`src/rtl/fetch_pkg.sv`:
```
// Shared types and constants for the fetch PC generator and its predictor.
package fetch_pkg;

    localparam int FETCH_ADDR_W  = 32;
    localparam int FETCH_INSTR_W = 32;

    localparam logic [6:0] OP_JAL    = 7'b1101111;
    localparam logic [6:0] OP_BRANCH = 7'b1100011;

    // One instruction FIFO entry; its width sets the FIFO ENTRY_WIDTH.
    typedef struct packed {
        logic [FETCH_INSTR_W-1:0] instr;
        logic [FETCH_ADDR_W-1:0]  pc;
        logic                     pred_taken;
        logic [FETCH_ADDR_W-1:0]  target_pc;
    } fetch_entry_t;

    localparam int ENTRY_WIDTH = $bits(fetch_entry_t);

    typedef enum logic {
        FETCH,
        MISS_WAIT
    } fetch_state_e;

endpackage

```
`src/rtl/fetch_pc_gen_if.sv`:
```
// Icache lookup, FIFO enqueue and backend redirect signals of the fetch stage.
interface fetch_pc_gen_if #(
    parameter int ADDR_WIDTH  = 32,
    parameter int INSTR_WIDTH = 32
);
    logic [ADDR_WIDTH-1:0]  icache_addr;
    logic                   icache_req;
    logic                   icache_hit;
    logic [INSTR_WIDTH-1:0] icache_instr;
    logic                   icache_refill_done;
    logic                   enq_valid;
    logic                   enq_ready;
    logic [INSTR_WIDTH-1:0] enq_instr;
    logic [ADDR_WIDTH-1:0]  enq_pc;
    logic                   enq_pred_taken;
    logic [ADDR_WIDTH-1:0]  enq_target_pc;
    logic                   redirect_valid;
    logic [ADDR_WIDTH-1:0]  redirect_pc;

    // master = fetch stage; slave = icache, FIFO and backend around it
    modport master (
        output icache_addr, icache_req, enq_valid, enq_instr, enq_pc,
               enq_pred_taken, enq_target_pc,
        input  icache_hit, icache_instr, icache_refill_done, enq_ready,
               redirect_valid, redirect_pc
    );

    modport slave (
        input  icache_addr, icache_req, enq_valid, enq_instr, enq_pc,
               enq_pred_taken, enq_target_pc,
        output icache_hit, icache_instr, icache_refill_done, enq_ready,
               redirect_valid, redirect_pc
    );
endinterface

```
`src/rtl/static_branch_predictor.sv`:
```
// Combinational static predictor: JAL taken, backward branches taken, rest fall through.
module static_branch_predictor
    import fetch_pkg::*;
#(
    parameter int ADDR_WIDTH  = FETCH_ADDR_W,
    parameter int INSTR_WIDTH = FETCH_INSTR_W
) (
    input  logic [INSTR_WIDTH-1:0] instr_i,
    input  logic [ADDR_WIDTH-1:0]  pc_i,
    output logic                   pred_taken_o,
    output logic [ADDR_WIDTH-1:0]  target_pc_o
);
    logic [20:0]           j_imm;
    logic [12:0]           b_imm;
    logic [ADDR_WIDTH-1:0] j_off;
    logic [ADDR_WIDTH-1:0] b_off;

    assign j_imm = {instr_i[31], instr_i[19:12], instr_i[20], instr_i[30:21], 1'b0};
    assign b_imm = {instr_i[31], instr_i[7], instr_i[30:25], instr_i[11:8], 1'b0};
    assign j_off = {{(ADDR_WIDTH-21){j_imm[20]}}, j_imm};
    assign b_off = {{(ADDR_WIDTH-13){b_imm[12]}}, b_imm};

    always_comb begin
        pred_taken_o = 1'b0;
        target_pc_o  = pc_i + ADDR_WIDTH'(4);
        if (instr_i[6:0] == OP_JAL) begin
            pred_taken_o = 1'b1;
            target_pc_o  = pc_i + j_off;
        end else if (instr_i[6:0] == OP_BRANCH && instr_i[31]) begin
            pred_taken_o = 1'b1;
            target_pc_o  = pc_i + b_off;
        end
    end
endmodule

```
`src/rtl/fetch_pc_gen.sv`:
```
// Fetch PC owner: looks up the icache, predicts the next PC and enqueues hits into the FIFO.
module fetch_pc_gen
    import fetch_pkg::*;
#(
    parameter int                    ADDR_WIDTH  = FETCH_ADDR_W,
    parameter int                    INSTR_WIDTH = FETCH_INSTR_W,
    parameter logic [ADDR_WIDTH-1:0] RESET_PC    = '0
) (
    input  logic           clk,
    input  logic           rst,
    fetch_pc_gen_if.master fe
);
    fetch_state_e          state_q, state_d;
    logic [ADDR_WIDTH-1:0] pc_q, pc_d;
    logic                  pred_taken;
    logic [ADDR_WIDTH-1:0] target_pc;
    logic                  req;
    logic                  valid;

    static_branch_predictor #(
        .ADDR_WIDTH  (ADDR_WIDTH),
        .INSTR_WIDTH (INSTR_WIDTH)
    ) u_bp (
        .instr_i      (fe.icache_instr),
        .pc_i         (pc_q),
        .pred_taken_o (pred_taken),
        .target_pc_o  (target_pc)
    );

    always_comb begin
        state_d = state_q;
        pc_d    = pc_q;
        req     = 1'b0;
        valid   = 1'b0;
        if (rst) begin
            state_d = FETCH;
        end else if (fe.redirect_valid) begin
            // Redirect wins over everything, including a same-cycle refill.
            req     = (state_q == FETCH);
            state_d = FETCH;
            pc_d    = fe.redirect_pc;
        end else begin
            unique case (state_q)
                FETCH: begin
                    req = 1'b1;
                    if (fe.icache_hit) begin
                        valid = 1'b1;
                        if (fe.enq_ready) pc_d = target_pc;
                    end else begin
                        state_d = MISS_WAIT;
                    end
                end
                MISS_WAIT: begin
                    if (fe.icache_refill_done) state_d = FETCH;
                end
                default: state_d = FETCH;
            endcase
        end
    end

    always_ff @(posedge clk) begin
        if (rst) begin
            state_q <= FETCH;
            pc_q    <= RESET_PC;
        end else begin
            state_q <= state_d;
            pc_q    <= pc_d;
        end
    end

    assign fe.icache_addr    = pc_q;
    assign fe.icache_req     = req;
    assign fe.enq_valid      = valid;
    assign fe.enq_instr      = fe.icache_instr;
    assign fe.enq_pc         = pc_q;
    assign fe.enq_pred_taken = pred_taken;
    assign fe.enq_target_pc  = target_pc;
endmodule

```
`src/flat_wrapper.sv`:
```
// flat-port wrapper written by rule: the top's interface ports become plain ports
module fetch_pc_gen_flat import fetch_pkg::*;
#(
    parameter int                    ADDR_WIDTH  = FETCH_ADDR_W,
    parameter int                    INSTR_WIDTH = FETCH_INSTR_W,
    parameter logic [ADDR_WIDTH-1:0] RESET_PC    = '0
)
  (clk, rst, fe_icache_addr, fe_icache_req, fe_enq_valid, fe_enq_instr, fe_enq_pc, fe_enq_pred_taken, fe_enq_target_pc, fe_icache_hit, fe_icache_instr, fe_icache_refill_done, fe_enq_ready, fe_redirect_valid, fe_redirect_pc);
  fetch_pc_gen_if #(.ADDR_WIDTH(ADDR_WIDTH), .INSTR_WIDTH(INSTR_WIDTH)) fe_i ();
  input  logic clk;
  input  logic rst;
  output wire logic [$bits(fe_i.icache_addr)-1:0] fe_icache_addr;
  output wire logic [$bits(fe_i.icache_req)-1:0] fe_icache_req;
  output wire logic [$bits(fe_i.enq_valid)-1:0] fe_enq_valid;
  output wire logic [$bits(fe_i.enq_instr)-1:0] fe_enq_instr;
  output wire logic [$bits(fe_i.enq_pc)-1:0] fe_enq_pc;
  output wire logic [$bits(fe_i.enq_pred_taken)-1:0] fe_enq_pred_taken;
  output wire logic [$bits(fe_i.enq_target_pc)-1:0] fe_enq_target_pc;
  input wire logic [$bits(fe_i.icache_hit)-1:0] fe_icache_hit;
  input wire logic [$bits(fe_i.icache_instr)-1:0] fe_icache_instr;
  input wire logic [$bits(fe_i.icache_refill_done)-1:0] fe_icache_refill_done;
  input wire logic [$bits(fe_i.enq_ready)-1:0] fe_enq_ready;
  input wire logic [$bits(fe_i.redirect_valid)-1:0] fe_redirect_valid;
  input wire logic [$bits(fe_i.redirect_pc)-1:0] fe_redirect_pc;
  assign fe_icache_addr = fe_i.icache_addr;
  assign fe_icache_req = fe_i.icache_req;
  assign fe_enq_valid = fe_i.enq_valid;
  assign fe_enq_instr = fe_i.enq_instr;
  assign fe_enq_pc = fe_i.enq_pc;
  assign fe_enq_pred_taken = fe_i.enq_pred_taken;
  assign fe_enq_target_pc = fe_i.enq_target_pc;
  assign fe_i.icache_hit = fe_icache_hit;
  assign fe_i.icache_instr = fe_icache_instr;
  assign fe_i.icache_refill_done = fe_icache_refill_done;
  assign fe_i.enq_ready = fe_enq_ready;
  assign fe_i.redirect_valid = fe_redirect_valid;
  assign fe_i.redirect_pc = fe_redirect_pc;
  fetch_pc_gen #(.ADDR_WIDTH(ADDR_WIDTH), .INSTR_WIDTH(INSTR_WIDTH), .RESET_PC(RESET_PC)) u_core (.clk(clk), .rst(rst), .fe(fe_i));
endmodule
```
`config.mk`:
```
export PLATFORM = sky130hd
export DESIGN_NAME = fetch_pc_gen_flat
export DESIGN_NICKNAME = d
export VERILOG_FILES = /design/src/rtl/fetch_pkg.sv /design/src/rtl/fetch_pc_gen_if.sv /design/src/rtl/static_branch_predictor.sv /design/src/rtl/fetch_pc_gen.sv /design/src/flat_wrapper.sv
export SDC_FILE = /design/constraint.sdc
export NUM_CORES = 1
export LEC_CHECK = 0
export BUFFER_PORTS_ARGS = -buffer_cell sky130_fd_sc_hd__buf_2
export CAP_MARGIN = 20
export CORE_MARGIN = 2
export CORE_UTILIZATION = 45
export DETAILED_ROUTE_END_ITERATION = 10
export PLACE_DENSITY = 0.75
export SLEW_MARGIN = 20
export SYNTH_ARGS = -nofsm -noshare
export SYNTH_HDL_FRONTEND = slang
export SYNTH_SLANG_ARGS = --single-unit
```
`constraint.sdc`:
```
create_clock -name clk -period 3.4 [get_ports clk]
set_clock_uncertainty 0.2 [all_clocks]
set_input_delay 0 -clock clk [delete_from_list [all_inputs] [get_ports clk]]
set_output_delay 0 -clock clk [all_outputs]
set_load 0.05 [all_outputs]
```
==> metrics <==
status=finished, final reports clean; reg-to-reg startpoint=u_core.fe.enq_pc[1]; area of the die=~15,000 sq um; CTS buffer count=5; P&R area growth vs syn=32.0%; ant diodes=0; Worst Tran Pin Value=0.749 ns; Max VDD drop=0.184 mV; H-tree levels=2; Tot Pwr=roughly 2.5 mW; Gate Count Post-Synth=between 800 and 900; reg2reg path depth=15; drc violations=0; Worst EP arrival=3.20 ns; Tcrit/Tclk final=0.999; crit path launch type=flop; chip width=about 120 um; vias in the first global route=6,637; final net count=1,184; Avg Cell Area, Syn=7.07 sq um; port bufs=200; r2r setup slk=0.13 ns; gr ovfl total=0; fin util=0.609; proportion of synthesized area in mux cells=0.0170; setup_tns=0 ns; Post-synth top flop=dfxtp_1; RR Endpoint=u_core.fe.enq_pc[9]; Top Ports=201; PwrDens=314 nW/um^2; Cell Rows=42; Hold Slack=approximately 0.021 ns; EDFF count, synth=0; main combinational cell family by area after synthesis=compound AO/OA/AOI/OAI gates; Routed WL=~24 mm; required time worst endpoint=3.20 ns; Worst Slack Setup Final=0.00299 ns; Slew HR=0.500; Highest Clock Rate=about 0.3 GHz; final setup violating endpoints=0; Clock Latency Late Sink=around 0.29 ns; synthesized-area fraction occupied by adder cells=0.0967; Synth warnings=0; First DRT Iteration DRCs=947; via density per instance=~6.1; maximum fanout along the worst path=5; Placed Instance Area=7150 sq um; via count=7,615; Syn Nets=980; Worst Hold Path EP=u_core.fe.enq_pc[4]; Worst Path Class, Setup=reg2out; crit path time final=3.40 ns; wire length per cell=around 20 um; Worst Hold Depth=2; number of max-cap violations=0; routability cong.=0.995; largest net degree at the start of global routing=44; initial antenna violation count=2; CORE AREA=13,200 sq um; Leak Pwr=3.71 nW; fin cells=1,245; Max Root-Sink Buffers=2; CTS tree=done; GR Util All Layers=0.316; Yosys cell types=90; first-pass GRT wire length=36.4 mm; #FFs+latches synth=33; fin. max-slew vios=0; placed cells=1,188; DP Worst Slack=0.0281 ns; most frequent cells in the layout=buf_2, nand2_1, buf_4, nor2_1, a21oi_1; fin area=8070 sq um; Root Buffer Master=clkbuf_16; async set or reset register ratio after synthesis=0; post-synthesis sequential area ratio=0.108; most common library cell in the layout ignoring fill and taps=buf_2; share of cells above drive strength 1=0.364; clock slew at reported path FFs=about 0.06 ns; starting density of the core=0.461; Worst Min Path Start=rst; Critical Path End Type=primary output; compound-gate portion of the synthesized area=0.331; Cell Area, Synth=6110 sq um; RSZ-0062 raised after global routing=true; worst min path class=in2reg; XOR/XNOR Fraction of Synth Area=0.0674; die height=121 um; First-pass DRT Iterations=5; Synth Area in Simple Gates=0.230; Antenna Nets Post-Route=0; post-DP HPWL=18.2 mm; final hold vios=0; CTS Sinks=33
==> where the power goes <==
group	switching, mW	internal [mW]
Clock	0.184	0.337
Sequential	0.0479	0.417
Combinational	1.03	0.520
Total	1.26	1.27
==> routing by layer <==
layer	track usage	wire length, um
met5	0	13
met4	0.0458	354
met3	0.0646	3240
met2	0.472	10300
met1	0.475	10500
==> final cells by class <==
class / instances / area (sq um)
well taps: 176 / 220
repair buffers: 313 / 2000
multi-input cells: 684 / 4870
inverters: 31 / 120
clock buffers: 8 / 168
flip-flops and latches: 33 / 692
fillers: 1200 / 5180
==> logic make-up (layout without fill, tap and decap cells) <==
group | Yosys count | after routing
compound gates | 295 | 295
simple gates | 286 | 286
buf+inv | 147 | 352
xor+xnor | 47 | 47
fa+ha+maj | 46 | 46
flops | 33 | 33
mux | 10 | 10
==> registers in the layout, indices dropped and copies added (netlist names) <==
register,count
u_core.fe.enq_pc,32
u_core.state_q,1
==> synth_stat cells, types with 9 or more instances <==
cell type,n,share of area
a211oi_1,19,0.023
a21o_1,18,0.022
a21oi_1,69,0.057
a22oi_1,10,0.012
a31oi_1,21,0.022
and4_1,9,0.013
buf_2,9,0.0074
buf_4,68,0.084
clkbuf_1,26,0.016
dfxtp_1,33,0.11
ha_1,44,0.090
inv_1,31,0.019
nand2_1,78,0.048
nand2b_1,10,0.010
nand3_1,31,0.025
nand4_1,16,0.016
nor2_1,76,0.047
nor3_1,16,0.013
o211ai_1,12,0.015
o21ai_0,48,0.039
o21bai_1,10,0.012
xnor2_1,26,0.037
xor2_1,21,0.030
==> worst max-delay path, stage by stage, from the launching register on <==
cell      delay, ns
dfxtp_4        0.37
ha_4           0.15
inv_2          0.04
fa_2           0.33
nand2b_4       0.16
a211oi_4       0.26
nor4_4         0.06
or4_4          0.44
and2_4         0.18
o21ai_4        0.18
mux2i_2        0.26
and2_4         0.18
xnor2_2        0.10
buf_6          0.17
==> timing repair <==
item / in CTS / in global routing
resized for setup: 20 / 62
setup endpoints to repair: 11 / 19
pin swaps: 3 / 11
buffers inserted: 3 / 10
hold endpoints to repair: 33 / 0
hold buffers: 38 / 0
==> how the worst max path moves through the flow <==
stage                   startpoint                   end  slack (ns)  cells past startpoint
6_report       u_core.fe.enq_pc[1]  fe_enq_target_pc[31]       0.003                     13
5_1_grt        u_core.fe.enq_pc[1]  fe_enq_target_pc[31]        -0.1                     13
4_1_cts        u_core.fe.enq_pc[9]  fe_enq_target_pc[24]        0.01                     11
3_5_place_dp   u_core.fe.enq_pc[1]  u_core.fe.enq_pc[27]        0.03                     13
3_3_place_gp   u_core.fe.enq_pc[1]  u_core.fe.enq_pc[27]        0.05                     13
2_1_floorplan  u_core.fe.enq_pc[1]  u_core.fe.enq_pc[21]       -0.28                     13
Power figures use the tool's default switching activity.
